$ cat src/rtl/key_arb_pkg.sv
// Shared constants and helpers for the key-matching round-robin arbiter.
package key_arb_pkg;

  localparam int NUM_CH_DEFAULT = 4;
  localparam int KEY_W_DEFAULT  = 4;
  localparam int WAIT_W_DEFAULT = 6;

  // Width of a channel index; never narrower than one bit.
  function automatic int idWidth(input int numCh);
    return (numCh > 1) ? $clog2(numCh) : 1;
  endfunction

endpackage

$ cat src/rtl/key_match_arbiter_rr_pick.sv
// Combinational round-robin picker: first set request at or after ptr_i, circularly.
// ptr_i is expected to stay below NUM_CH; NUM_CH need not be a power of two.
module rr_pick
  import key_arb_pkg::*;
#(
  parameter int NUM_CH = NUM_CH_DEFAULT,
  parameter int ID_W   = idWidth(NUM_CH)
) (
  input  logic [NUM_CH-1:0] req_i,
  input  logic [ID_W-1:0]   ptr_i,
  output logic [ID_W-1:0]   winner_o,
  output logic              found_o
);

  // Walk the channels starting at the pointer and keep the first requester seen.
  always_comb begin
    logic [ID_W:0]   sum;
    logic [ID_W-1:0] idx;
    winner_o = '0;
    found_o  = 1'b0;
    sum      = '0;
    idx      = '0;
    for (int off = 0; off < NUM_CH; off++) begin
      sum = {1'b0, ptr_i} + (ID_W+1)'(off);
      if (sum >= (ID_W+1)'(NUM_CH)) begin
        sum = sum - (ID_W+1)'(NUM_CH);
      end
      idx = sum[ID_W-1:0];
      if (!found_o && req_i[idx]) begin
        found_o  = 1'b1;
        winner_o = idx;
      end
    end
  end

endmodule

$ cat src/rtl/key_match_arbiter.sv
// Multi-channel rotating-key acknowledger: a down-counter sweeps the key space and
// channels whose key matches it are granted one per cycle, round-robin, with a
// registered one-hot ack. Per-channel saturating wait counters flag starvation.
module key_match_arbiter
  import key_arb_pkg::*;
#(
  parameter int NUM_CH = NUM_CH_DEFAULT,
  parameter int KEY_W  = KEY_W_DEFAULT,
  parameter int WAIT_W = WAIT_W_DEFAULT,
  localparam int ID_W  = idWidth(NUM_CH)
) (
  input  logic                    clk,
  input  logic                    rst_n,
  input  logic                    en,
  input  logic [NUM_CH-1:0]       req,
  input  logic [NUM_CH*KEY_W-1:0] req_key,
  output logic [NUM_CH-1:0]       ack,
  output logic                    ack_valid,
  output logic [ID_W-1:0]         ack_id,
  output logic [KEY_W-1:0]        cur_key,
  output logic [NUM_CH-1:0]       timeout
);

  localparam logic [WAIT_W-1:0] WAIT_MAX = '1;
  localparam logic [ID_W-1:0]   LAST_CH  = ID_W'(NUM_CH - 1);

  logic [KEY_W-1:0]  curKey_q, curKey_d;
  logic [NUM_CH-1:0] ack_q, ack_d;
  logic              ackValid_q, ackValid_d;
  logic [ID_W-1:0]   ackId_q, ackId_d;
  logic [ID_W-1:0]   rrPtr_q, rrPtr_d;
  logic [WAIT_W-1:0] wait_q [NUM_CH];
  logic [WAIT_W-1:0] wait_d [NUM_CH];

  logic [NUM_CH-1:0] match;
  logic [ID_W-1:0]   winner;
  logic              found;

  // A channel matches when its key equals the pre-advance sweep value and it was not acked this cycle.
  always_comb begin
    match = '0;
    for (int i = 0; i < NUM_CH; i++) begin
      match[i] = req[i] && (req_key[i*KEY_W +: KEY_W] == curKey_q) && !ack_q[i];
    end
  end

  rr_pick #(
    .NUM_CH (NUM_CH),
    .ID_W   (ID_W)
  ) u_rr_pick (
    .req_i    (match),
    .ptr_i    (rrPtr_q),
    .winner_o (winner),
    .found_o  (found)
  );

  // Next sweep value, grant and pointer; losers are simply dropped until the key comes round again.
  always_comb begin
    curKey_d   = en ? (curKey_q - KEY_W'(1)) : curKey_q;
    ack_d      = '0;
    ackValid_d = found;
    ackId_d    = '0;
    rrPtr_d    = rrPtr_q;
    if (found) begin
      ack_d[winner] = 1'b1;
      ackId_d       = winner;
      rrPtr_d       = (winner == LAST_CH) ? '0 : (winner + ID_W'(1));
    end
  end

  // Wait counters clear on idle or grant (clear wins) and otherwise count up to saturation.
  always_comb begin
    for (int i = 0; i < NUM_CH; i++) begin
      wait_d[i] = wait_q[i];
      if (!req[i] || ack_q[i]) begin
        wait_d[i] = '0;
      end else if (wait_q[i] != WAIT_MAX) begin
        wait_d[i] = wait_q[i] + WAIT_W'(1);
      end
    end
  end

  // Starvation flag comes straight from the saturated counter register.
  always_comb begin
    for (int i = 0; i < NUM_CH; i++) begin
      timeout[i] = (wait_q[i] == WAIT_MAX);
    end
  end

  // Sweep counter starts at all-ones so the first enabled edge walks downward from the top.
  always_ff @(posedge clk or negedge rst_n) begin
    if (!rst_n) begin
      curKey_q <= '1;
    end else begin
      curKey_q <= curKey_d;
    end
  end

  // Grant outputs and round-robin pointer are registered so there is no req-to-ack combinational path.
  always_ff @(posedge clk or negedge rst_n) begin
    if (!rst_n) begin
      ack_q      <= '0;
      ackValid_q <= 1'b0;
      ackId_q    <= '0;
      rrPtr_q    <= '0;
    end else begin
      ack_q      <= ack_d;
      ackValid_q <= ackValid_d;
      ackId_q    <= ackId_d;
      rrPtr_q    <= rrPtr_d;
    end
  end

  // Per-channel wait counter state.
  always_ff @(posedge clk or negedge rst_n) begin
    if (!rst_n) begin
      for (int i = 0; i < NUM_CH; i++) begin
        wait_q[i] <= '0;
      end
    end else begin
      for (int i = 0; i < NUM_CH; i++) begin
        wait_q[i] <= wait_d[i];
      end
    end
  end

  assign ack       = ack_q;
  assign ack_valid = ackValid_q;
  assign ack_id    = ackId_q;
  assign cur_key   = curKey_q;

endmodule

$ cat config.mk
export PLATFORM = sky130hd
export DESIGN_NAME = key_match_arbiter
export DESIGN_NICKNAME = d
export VERILOG_FILES = /design/src/rtl/key_arb_pkg.sv /design/src/rtl/key_match_arbiter_rr_pick.sv /design/src/rtl/key_match_arbiter.sv
export SDC_FILE = /design/constraint.sdc
export NUM_CORES = 1
export LEC_CHECK = 0
export ABC_AREA = 1
export CORE_MARGIN = 2
export CORE_UTILIZATION = 60
export CTS_BUF_LIST = sky130_fd_sc_hd__clkbuf_8
export CTS_CLUSTER_DIAMETER = 30
export DETAILED_ROUTE_END_ITERATION = 12
export HOLD_SLACK_MARGIN = 0.08
export MAX_ROUTING_LAYER = met4
export PLACE_DENSITY = 0.85
export RECOVER_POWER = 100
export SYNTH_ARGS = -nofsm -noshare
export SYNTH_HDL_FRONTEND = slang
export SYNTH_SLANG_ARGS = --single-unit
$ cat constraint.sdc
create_clock -name clk -period 4.2 [get_ports clk]
set_clock_uncertainty 0.1 [all_clocks]
set_input_delay 0.42 -clock clk [delete_from_list [all_inputs] [get_ports clk]]
set_output_delay 0.42 -clock clk [all_outputs]
set_load 0.01 [all_outputs]
==> metrics.md, run 1 <==
| Metric | Value |
|---|---|
| CP Capture Type | `flip-flop` |
| Hold crit path type | `flip-flop to flip-flop` |
| Final layout net count | `between 300 and 400` |
| Fmax | `0.344 GHz` |
| Largest net degree at the start of global routing | `38` |
| Initial core utilization | `between 60% and 70%` |
| DR pass1 iterations | `4` |
| Post-synthesis cell area | `2380 um2` |
| Ports | `38` |
| Net Count, Synth | `345` |
| Post_cts resized | `0` |
| Finish-stage setup viols | `0` |
| Max incr delay on CP | `0.52 ns` |
| Final antenna-violating net count | `0` |
| Routability cong. | `between 0.8 and 0.9` |
| Die height | `approximately 67 um` |
| Crit Path Category | `primary input to flip-flop` |
| RSZ-0062 raised after global routing | `false` |
| Reg clk slew, reported paths | `0.08 ns` |
| Syn-to-layout area delta | `19.6%` |
| Iter 0 DRT Violations | `~130` |
| Num rows | `22` |
| Antenna fix cells | `0` |
| Die Area | `roughly 4500 um2` |
| Wire per inst | `12.0 um` |
| Cells after Synth | `313` |
| Core Util, Final | `75.9%` |
| Cell variety after synth | `31` |
| Number of global-route vias before repair | `2029` |
| Relative slew slack | `-31.0%` |
| Syn avg cell area | `7.59 um2` |
| Highest-count cells in the layout ignoring fill and taps | `nand2_1 (72), inv_1 (52), dfrtp_1 (33)` |
| Worst-path fanout max | `9` |
| Vias per Instance | `between 5 and 6` |
| Core area | `~3700 um2` |
| Violations in the final reports | `capacitance limit, slew limit` |
| Port Buffers | `37` |
| Design Area, Final | `about 2800 um2` |
| Clock root cell | `clkbuf_8` |
| Min cycle time layout | `around 2.9 ns` |
| Initial antenna violation count | `0` |
| Hpwl dp | `3790 um` |
| Max-cap violations | `1` |
| DR vias | `2122` |
| Post-Place Cell Area | `approximately 2800 um2` |
| Fin Setup TNS | `0 ns` |
| Commonest non-fill, non-tap cell in the layout | `nand2_1` |
| Clock Path Buffers | `2` |
| Final Cycle Share | `approximately 70%` |
| Post-CTS Hold Buffers | `0` |
| Actual slew at the worst max-slew pin | `1.96 ns` |
| DRC | `0` |
| Family with the most delay on the worst path | `simple AND/OR/NAND/NOR gates` |
| Pleak | `between 1 and 1.5 nW` |
| Die width | `66.9 um` |
| Sequential area share after synthesis | `39.2%` |
| Crit path buf inv count | `3` |
| Total gr overflow | `0` |
| Total CTS buffers | `5` |
| Global-route wire length before repair | `8510 um` |
| Data arrival time of the critical path | `2.97 ns` |
| Max H-tree Level | `2` |
| Share of layout cells above drive strength 1 | `about 10%` |
| Synth Warn # | `0` |
| WL final | `4840 um` |
| Final hold violation count | `0` |
| Synth Register Bits | `37` |
| Num Clock Sinks | `37` |
| PwrDens | `554 nW/um2` |
| Status | `complete, but fails checks` |
| Fin. max-slew vios | `38` |
| GRT Total Usage | `roughly 26%` |
| Critical Path RT | `4.26 ns` |
| CP startpoint kind | `primary input` |
| CTS tree | `done` |
| Postcts setup bufs | `0` |
| Worst-skew pair later-pin latency | `0.29 ns` |
| Crit-path cells | `dlygate4sd3_1 -> inv_1 -> nor2_1 -> nand3_1 -> nor2_1 -> nand3_1 -> nand3_1 -> nand2_1 -> nand2_1 -> nor2_1 -> nand3_1 -> nand2_1 -> inv_1 -> ha_1 -> nand2_1 -> o21ai_0` |
| Maximum vdd drop | `0.463 mV` |
| Critical path's slowest cell | `dlygate4sd3_1` |
registers in the layout (all words and copies together) (netlist names):
signal,count
wait_q,24
ack,4
cur_key,4
ack_id,2
rrPtr_q,2
ack_valid,1
path summary, 6_finish.rpt:
check / from / end / slack [ns] / cells after the start
setup / recovery: req[1] / rrPtr_q[1] / 1.30 / 16
hold / removal: ack[1] / wait_q[17] / 0.41 / 1
setup reg to reg: cur_key[0] / rrPtr_q[1] / 1.43 / 15
hold reg to reg: ack[1] / wait_q[17] / 0.41 / 1
max in group asynchronous: rst_n / ack[2] / 2.30 / 1
min in group asynchronous: rst_n / wait_q[16] / 0.58 / 1
cell families after synthesis:
| kind of cell | count (synthesis) | synth area share, % |
|---|---|---|
| adders and majority gates | 9 | 4.74 |
| xor gates and xnor gates | 9 | 3.32 |
| buffers and inverters | 60 | 10.4 |
| AOI/OAI and AO/OA | 38 | 8.64 |
| and+or+nand+nor | 160 | 33.7 |
| DFF | 37 | 39.2 |
routing by layer:
layer  part of all wire, %  routed length (um)  global-route usage (%)
met3                   2.7                 132                    4.73
met1                    45                2180                    30.8
met4                   1.6                  76                    7.91
met5                     0                   0                       -
met2                    51                2460                    44.3
through the flow:
| step | setup WS, ns | power (mW) | instances | hold slack, ns |
|---|---|---|---|---|
| floorplan | 1.98 | 1.15 | 313 | 0.0244 |
| CTS | 1.61 | 1.64 | 403 | 0.152 |
| finish | 1.30 | 1.57 | 403 | 0.410 |
| global route | 1.07 | 1.72 | 403 | 0.435 |
| detailed placement | 1.31 | 1.38 | 395 | 0.394 |
| global placement | 1.46 | 1.35 | 395 | 0.387 |
synth_stat cells:
cell type,number,area (um2)
o21ai_1,3,15.0
a22oi_1,1,7.51
nand2_4,4,45.0
nand2_2,7,43.8
inv_2,3,11.3
inv_1,52,195
buf_4,1,7.51
nand4_1,5,31.3
clkinv_2,1,5.00
nor2_2,5,31.3
nor3_1,4,20.0
nor4_1,3,18.8
buf_6,2,22.5
xor2_1,7,61.3
o21ai_0,14,70.1
nor3_4,1,16.3
nand3_2,9,90.1
inv_4,1,6.26
or2_1,1,6.26
xnor2_1,2,17.5
a211oi_1,2,15.0
a31oi_1,4,25.0
a21boi_1,1,7.51
nand3_1,23,115
ha_1,9,113
nand2_1,69,259
dfstp_2,4,105
nor2_4,2,22.5
nor2_1,27,101
dfrtp_1,33,826
a21oi_1,13,65.1
final cells by class:
| cell class | count | area [um2] |
|---|---|---|
| clock buffers | 6 | 82.6 |
| clock inverters | 2 | 13.8 |
| fillers | 300 | 901 |
| inverters | 57 | 216 |
| multi-input cells | 216 | 1170 |
| flip-flops and latches | 37 | 931 |
| well taps | 48 | 60.1 |
| repair buffers | 37 | 364 |
worst register-to-register path, stage by stage (launching register included):
cell	delay, ns
dfstp_1	0.67
clkinvlp_2	0.27
nand2_1	0.11
nand3_1	0.13
nor2_4	0.15
nand3_2	0.13
nand3_2	0.11
nand2_1	0.11
nand2_1	0.15
nor2_1	0.07
nand3_1	0.08
nand2_1	0.11
inv_1	0.09
ha_1	0.23
nand2_1	0.06
o21ai_0	0.07
power by group:
group	switching, mW	leakage, nW	internal, mW
registers	0.115	0.482	0.459
clock network	0.129	0.0512	0.133
logic	0.445	0.926	0.292
total	0.690	1.46	0.884
Power figures use the tool's default switching activity.
==> run 2, diff against run 1 <==
- CORE_UTILIZATION: 60 -> 56
- PLACE_DENSITY: 0.85 -> 0.8
- clock period: 4.2 -> 2.69 ns (I/O delays scaled with it)
==> metrics.md, run 2 (synthesis gave the netlist of run 1 again) <==
| Metric | Value |
|---|---|
| Total gr overflow | `0` |
| Worst-path fanout max | `7` |
| Share of layout cells above drive strength 1 | `12.8%` |
| Max H-tree Level | `2` |
| GRT Total Usage | `approximately a quarter` |
| Die width | `slightly below 70 um` |
| Num Clock Sinks | `37` |
| Post-Place Cell Area | `2800 um2` |
| Number of global-route vias before repair | `2017` |
| Highest-count cells in the layout ignoring fill and taps | `nand2_1 (70), inv_1 (53), dfrtp_1 (33)` |
| Global-route wire length before repair | `8820 um` |
| DR vias | `~2.1k` |
| Initial antenna violation count | `0` |
| Routability cong. | `around 0.84` |
| Actual slew at the worst max-slew pin | `0.949 ns` |
| Clock Power Share | `between 10% and 20%` |
| Hold crit path type | `flip-flop to flip-flop` |
| Fmax | `0.400 GHz` |
| DRC | `0` |
| Total CTS buffers | `5` |
| Most frequent CP cell | `nand2_1` |
| Reg clk slew, reported paths | `around 0.070 ns` |
| Status | `completed` |
| RSZ-0062 raised after global routing | `false` |
| Family with the most delay on the worst path | `simple AND/OR/NAND/NOR gates` |
| Pleak | `1.49 nW` |
| Die Area | `4780 um2` |
| Die height | `69.1 um` |
| Maximum vdd drop | `0.529 mV` |
| Design Area, Final | `2890 um2` |
| Critical Path RT | `2.81 ns` |
| Fin Setup TNS | `0 ns` |
| Finish-stage setup viols | `0` |
| Crit-path cells | `inv_2 -> nand2_1 -> nand2_1 -> nor2_2 -> nand3_1 -> nand3_2 -> nand2_4 -> nand2_2 -> nand2_1 -> nand2_1 -> a21boi_0 -> ha_1 -> inv_1 -> nor2_1` |
| Max incr delay on CP | `~0.69 ns` |
| Data arrival time of the critical path | `2.62 ns` |
| Core area | `4030 um2` |
| Clock root cell | `clkbuf_8` |
| Antenna fix cells | `0` |
| Syn-to-layout area delta | `21.6%` |
| Initial core utilization | `59.0%` |
| Relative slew slack | `36.7%` |
| Commonest non-fill, non-tap cell in the layout | `nand2_1` |
| Final layout net count | `391` |
| Sequential power share | `36.1%` |
| Crit Path Category | `flip-flop to flip-flop` |
| DR pass1 iterations | `5` |
| PwrDens | `between 800 and 900 nW/um2` |
| Clock Path Buffers | `2` |
| Wire per inst | `approximately 13 um` |
| Final antenna-violating net count | `0` |
| Critical path's slowest cell | `dfstp_1` |
| Final Cycle Share | `just over 90%` |
| Largest net degree at the start of global routing | `38` |
| Worst-skew pair later-pin latency | `0.29 ns` |
| Fin. max-slew vios | `0` |
| CP startpoint kind | `flip-flop` |
| WL final | `5130 um` |
| CP Capture Type | `flip-flop` |
| Most flops, register | `wait_q` |
| Max reg flops | `24` |
| Net Switching | `1.11 mW` |
| Port Buffers | `37` |
| Sw frac | `between 40 and 50%` |
| Iter 0 DRT Violations | `136` |
| Vias per Instance | `slightly above 5` |
| Comb power frac | `48.9%` |
| Hpwl dp | `between 4000 and 5000 um` |
| Ports | `38` |
| Pre-CTS setup slack | `0.144 ns` |
| Pint | `1.39 mW` |
| Final hold violation count | `0` |
| CTS tree | `done` |
| Num rows | `23` |
| Max-cap violations | `0` |
| PnR worst setup slack | `~0.19 ns` |
| Min cycle time layout | `2.50 ns` |
| Crit path buf inv count | `2` |
| Post_cts resized | `0` |
run 2: changes by cell type in the layout (fill, tap and decap cells not counted), moves of 2 or more:
cell             previous run  this run
buf_4                       0         3
clkdlybuf4s50_1            21        24
dfstp_1                     4         1
dfstp_2                     0         3
dlygate4sd3_1              15        13
nand2_1                    72        70
nand2_4                     2         4
nor2_1                     29        27
nor2_2                      3         5
o21ai_0                    16        14
o21ai_1                     1         3
run 2: power by group through the flow:
stage	clock (mW)	combinational, mW	sequential, mW
2_1_floorplan	0	0.928	0.871
3_3_place_gp	0	1.21	0.912
3_5_place_dp	0	1.25	0.919
4_1_cts	0.382	1.26	0.910
5_1_grt	0.411	1.39	0.932
6_report	0.375	1.22	0.903
run 2: path summary, 6_finish.rpt:
path                       startpoint    endpoint  slack [ns]  cells after the start
max                        cur_key[1]      ack[0]        0.19                     14
min                            ack[1]  wait_q[17]        0.40                      1
max reg2reg                cur_key[1]      ack[0]        0.19                     14
min reg2reg                    ack[1]  wait_q[17]        0.40                      1
max in group asynchronous       rst_n  wait_q[19]        1.35                      2
min in group asynchronous       rst_n  wait_q[15]        0.55                      2
run 2: stage by stage:
| stage | utilization, % | cells | power, mW | hold WS, ns |
|---|---|---|---|---|
| floorplan | - | 313 | 1.80 | -0.127 |
| global placement | 69.6 | 401 | 2.12 | 0.314 |
| detailed placement | 69.6 | 401 | 2.17 | 0.323 |
| CTS | 71.9 | 410 | 2.55 | 0.407 |
| global route | 71.7 | 410 | 2.74 | 0.440 |
| finish | 71.7 | 410 | 2.50 | 0.399 |
run 2: final cells by class:
cell class / count / area [um2]
fillers: 344 / 1140
well taps: 50 / 62.6
multi-input cells: 216 / 1190
clock buffers: 5 / 68.8
inverters: 57 / 218
clock inverters: 3 / 13.8
repair buffers: 42 / 402
flip-flops and latches: 37 / 931
run 2: per-layer routing:
| layer | GRT usage (%) | wire (um) | vias to the layer above |
|---|---|---|---|
| met5 | - | 0 | - |
| met4 | 10.2 | 108 | 0 |
| met3 | 4.39 | 198 | 8 |
| met2 | 37.4 | 2480 | 53 |
| met1 | 30.0 | 2340 | 958 |
| li1 | - | - | 1088 |
run 2: timing repair:
item	CTS	global route
buffers inserted	0	0
hold buffers	1	0
hold endpoints to repair	33	0
run 2: worst register-to-register path, stage by stage, from the launching register on:
cell and delay [ns]:
dfstp_1 0.69, inv_2 0.10, nand2_1 0.07, nand2_1 0.06, nor2_2 0.16, nand3_1 0.16, nand3_2 0.13, nand2_4 0.08
nand2_2 0.08, nand2_1 0.05, nand2_1 0.10, a21boi_0 0.30, ha_1 0.20, inv_1 0.05, nor2_1 0.11
==> run 3, diff against run 2 <==
- ABC_AREA: 1 -> 0
- CORE_UTILIZATION: 56 -> 54
- CTS_CLUSTER_DIAMETER: 30 -> default
- PLACE_DENSITY: 0.8 -> 0.79
==> metrics.md, run 3 <==
| Metric | Value |
|---|---|
| Actual slew at the worst max-slew pin | `1.94 ns` |
| Violations in the final reports | `capacitance limit, slew limit` |
| GRT Total Usage | `20.3%` |
| CP Capture Type | `flip-flop` |
| Initial antenna violation count | `0` |
| Fin Setup TNS | `0 ns` |
| Max reg flops | `24` |
| Cells after Synth | `204` |
| Yosys top cell by area | `dfrtp_1` |
| Max H-tree Level | `2` |
| CP Depth | `7` |
| Sequential area share after synthesis | `approximately 45%` |
| Filler cell count | `276` |
| Initial core utilization | `56.0%` |
| Port Buffers | `37` |
| Clock root cell | `clkbuf_8` |
| Family with the most delay on the worst path | `simple AND/OR/NAND/NOR gates` |
| Post-synth top cells | `dfrtp_1 (33), nor2_1 (22), nand3_1 (17), xor2_1 (13), o21ai_0 (10)` |
| Num Clock Sinks | `37` |
| Data arrival time of the critical path | `around 2.6 ns` |
| Share of layout cells above drive strength 1 | `9.35%` |
| Most common cell in the synthesized netlist | `dfrtp_1` |
| Fin. max-slew vios | `38` |
| DR vias | `1575` |
| Commonest non-fill, non-tap cell in the layout | `dfrtp_1` |
| Status | `complete, but fails checks` |
| Final Cycle Share | `93.4%` |
| Max-cap violations | `1` |
| Die Area | `4300 um2` |
| Synth async-reset ratio | `between 90% and 100%` |
| Core Util, Final | `70.5%` |
| Synth area leaders | `dfrtp_1 (40%), xor2_1 (5.6%), ha_1 (5.5%), dfstp_2 (5.1%), nand3_1 (4.2%)` |
| Cell variety after synth | `41` |
| DRC | `0` |
| Final layout net count | `277` |
| CTS tree | `done` |
| Routability cong. | `0.819` |
| Total CTS buffers | `5` |
| Net Count, Synth | `approximately 240` |
| Max incr delay on CP | `~0.7 ns` |
| Hpwl dp | `2910 um` |
| Iter 0 DRT Violations | `124` |
| Reg clk slew, reported paths | `0.07 ns` |
| Vias per Instance | `~5.4` |
| Total gr overflow | `0` |
| Post-synth EDFFs | `0` |
| WL final | `3830 um` |
| Wire per inst | `13.0 um` |
| Post-CTS Hold Buffers | `0` |
| Reg2Reg Depth | `7` |
| Clock Path Buffers | `2` |
| Final hold violation count | `0` |
| Crit-path cells | `xor2_1 -> nor3_2 -> nand2_1 -> nor3b_1 -> o22a_1 -> ha_1 -> mux2_4` |
| Die height | `65.6 um` |
| Num rows | `22` |
| Design Area, Final | `about 2600 um2` |
| Synth Warn # | `0` |
| Most flops, register | `wait_q` |
| Postcts setup bufs | `0` |
| Worst-path fanout max | `7` |
| Die width | `65.6 um` |
| Min cycle time layout | `2.51 ns` |
| Syn-to-layout area delta | `26.0%` |
| DR pass1 iterations | `4` |
| Relative slew slack | `-29.0%` |
| Finish-stage setup viols | `0` |
| Ports | `38` |
| Highest-count cells in the layout ignoring fill and taps | `dfrtp_1 (33), clkdlybuf4s50_1 (23), nor2_1 (22)` |
| Final antenna-violating net count | `0` |
| Number of global-route vias before repair | `1462` |
| Area share of the largest cell type after synthesis | `approximately two fifths` |
| Post_cts resized | `0` |
| Syn avg cell area | `10.0 um2` |
| Pleak | `between 1 and 1.5 nW` |
| Antenna fix cells | `0` |
| Critical path's slowest cell | `dfstp_1` |
| Crit Path Category | `flip-flop to flip-flop` |
| RSZ-0062 raised after global routing | `false` |
| Critical Path RT | `2.76 ns` |
| Fmax | `about 0.4 GHz` |
| Global-route wire length before repair | `6390 um` |
| Synth Register Bits | `37` |
| Largest net degree at the start of global routing | `38` |
| Post-Place Cell Area | `around 2500 um2` |
| Crit path buf inv count | `0` |
| PwrDens | `734 nW/um2` |
| Hold crit path type | `flip-flop to flip-flop` |
| Worst-skew pair later-pin latency | `~0.28 ns` |
| Post-synth top flop | `dfrtp_1` |
| Post-synthesis cell area | `approximately 2000 um2` |
| Core area | `3660 um2` |
| Maximum vdd drop | `between 0.6 and 0.7 mV` |
| CP startpoint kind | `flip-flop` |
| Worst Hold Depth | `1` |
==> run 3: path summary, 6_finish.rpt <==
path / to / slack [ns] / startpoint
worst max register to register: rrPtr_q[1] / 0.18 / cur_key[2]
worst min register to register: wait_q[20] / 0.40 / wait_q[20]
worst min-delay path: wait_q[20] / 0.40 / wait_q[20]
max in group asynchronous: wait_q[1] / 0.49 / rst_n
min in group asynchronous: wait_q[5] / 0.89 / rst_n
worst max-delay path: rrPtr_q[1] / 0.18 / cur_key[2]
==> run 3: metal layers <==
metal  up-vias  global-route usage, %  wire length, um
li1        790                      -                -
met1       744                   24.9             1770
met2        36                   32.7             1870
met3         5                   4.79              133
met4         0                   7.81               57
met5         -                      -                0
==> run 3: cell families after synthesis <==
kind of cell,count (synthesis),share of synthesized area [%]
flip-flops,37,45.4
XOR/XNOR,23,10.6
AND/OR/NAND/NOR,87,23.6
buffers and inverters,15,3.60
adder cells (fa/ha/maj),9,5.49
multiplexers,5,2.69
AO/OA/AOI/OAI,28,8.67
==> run 3: layout make-up <==
cell class / count / area [um2] / area share [%]
inverter: 6 / 22.5 / 0.872
tap: 48 / 60.1 / 2.33
multi-input combinational: 152 / 1040 / 40.5
sequential: 37 / 931 / 36.0
clock inverter: 2 / 33.8 / 1.31
timing repair buffer: 43 / 408 / 15.8
clock buffer: 6 / 82.6 / 3.20
==> run 3: stage by stage <==
step | total power [mW] | hold WS [ns] | std cells | worst slack [ns]
floorplan | 1.23 | -0.127 | 204 | 0.292
global placement | 1.42 | 0.376 | 286 | 0.144
detailed placement | 1.44 | 0.383 | 286 | 0.0937
CTS | 1.94 | 0.315 | 294 | 0.182
global route | 2.01 | 0.435 | 294 | 0.0700
finish | 1.89 | 0.404 | 294 | 0.177
==> run 3: where the power goes <==
group          leakage [nW]  total (mW)  switching, mW  internal, mW
Clock                0.0626       0.489          0.191         0.298
Combinational         0.650       0.588          0.264         0.325
Sequential            0.489       0.817          0.146         0.671
Total                  1.20        1.89          0.600          1.29
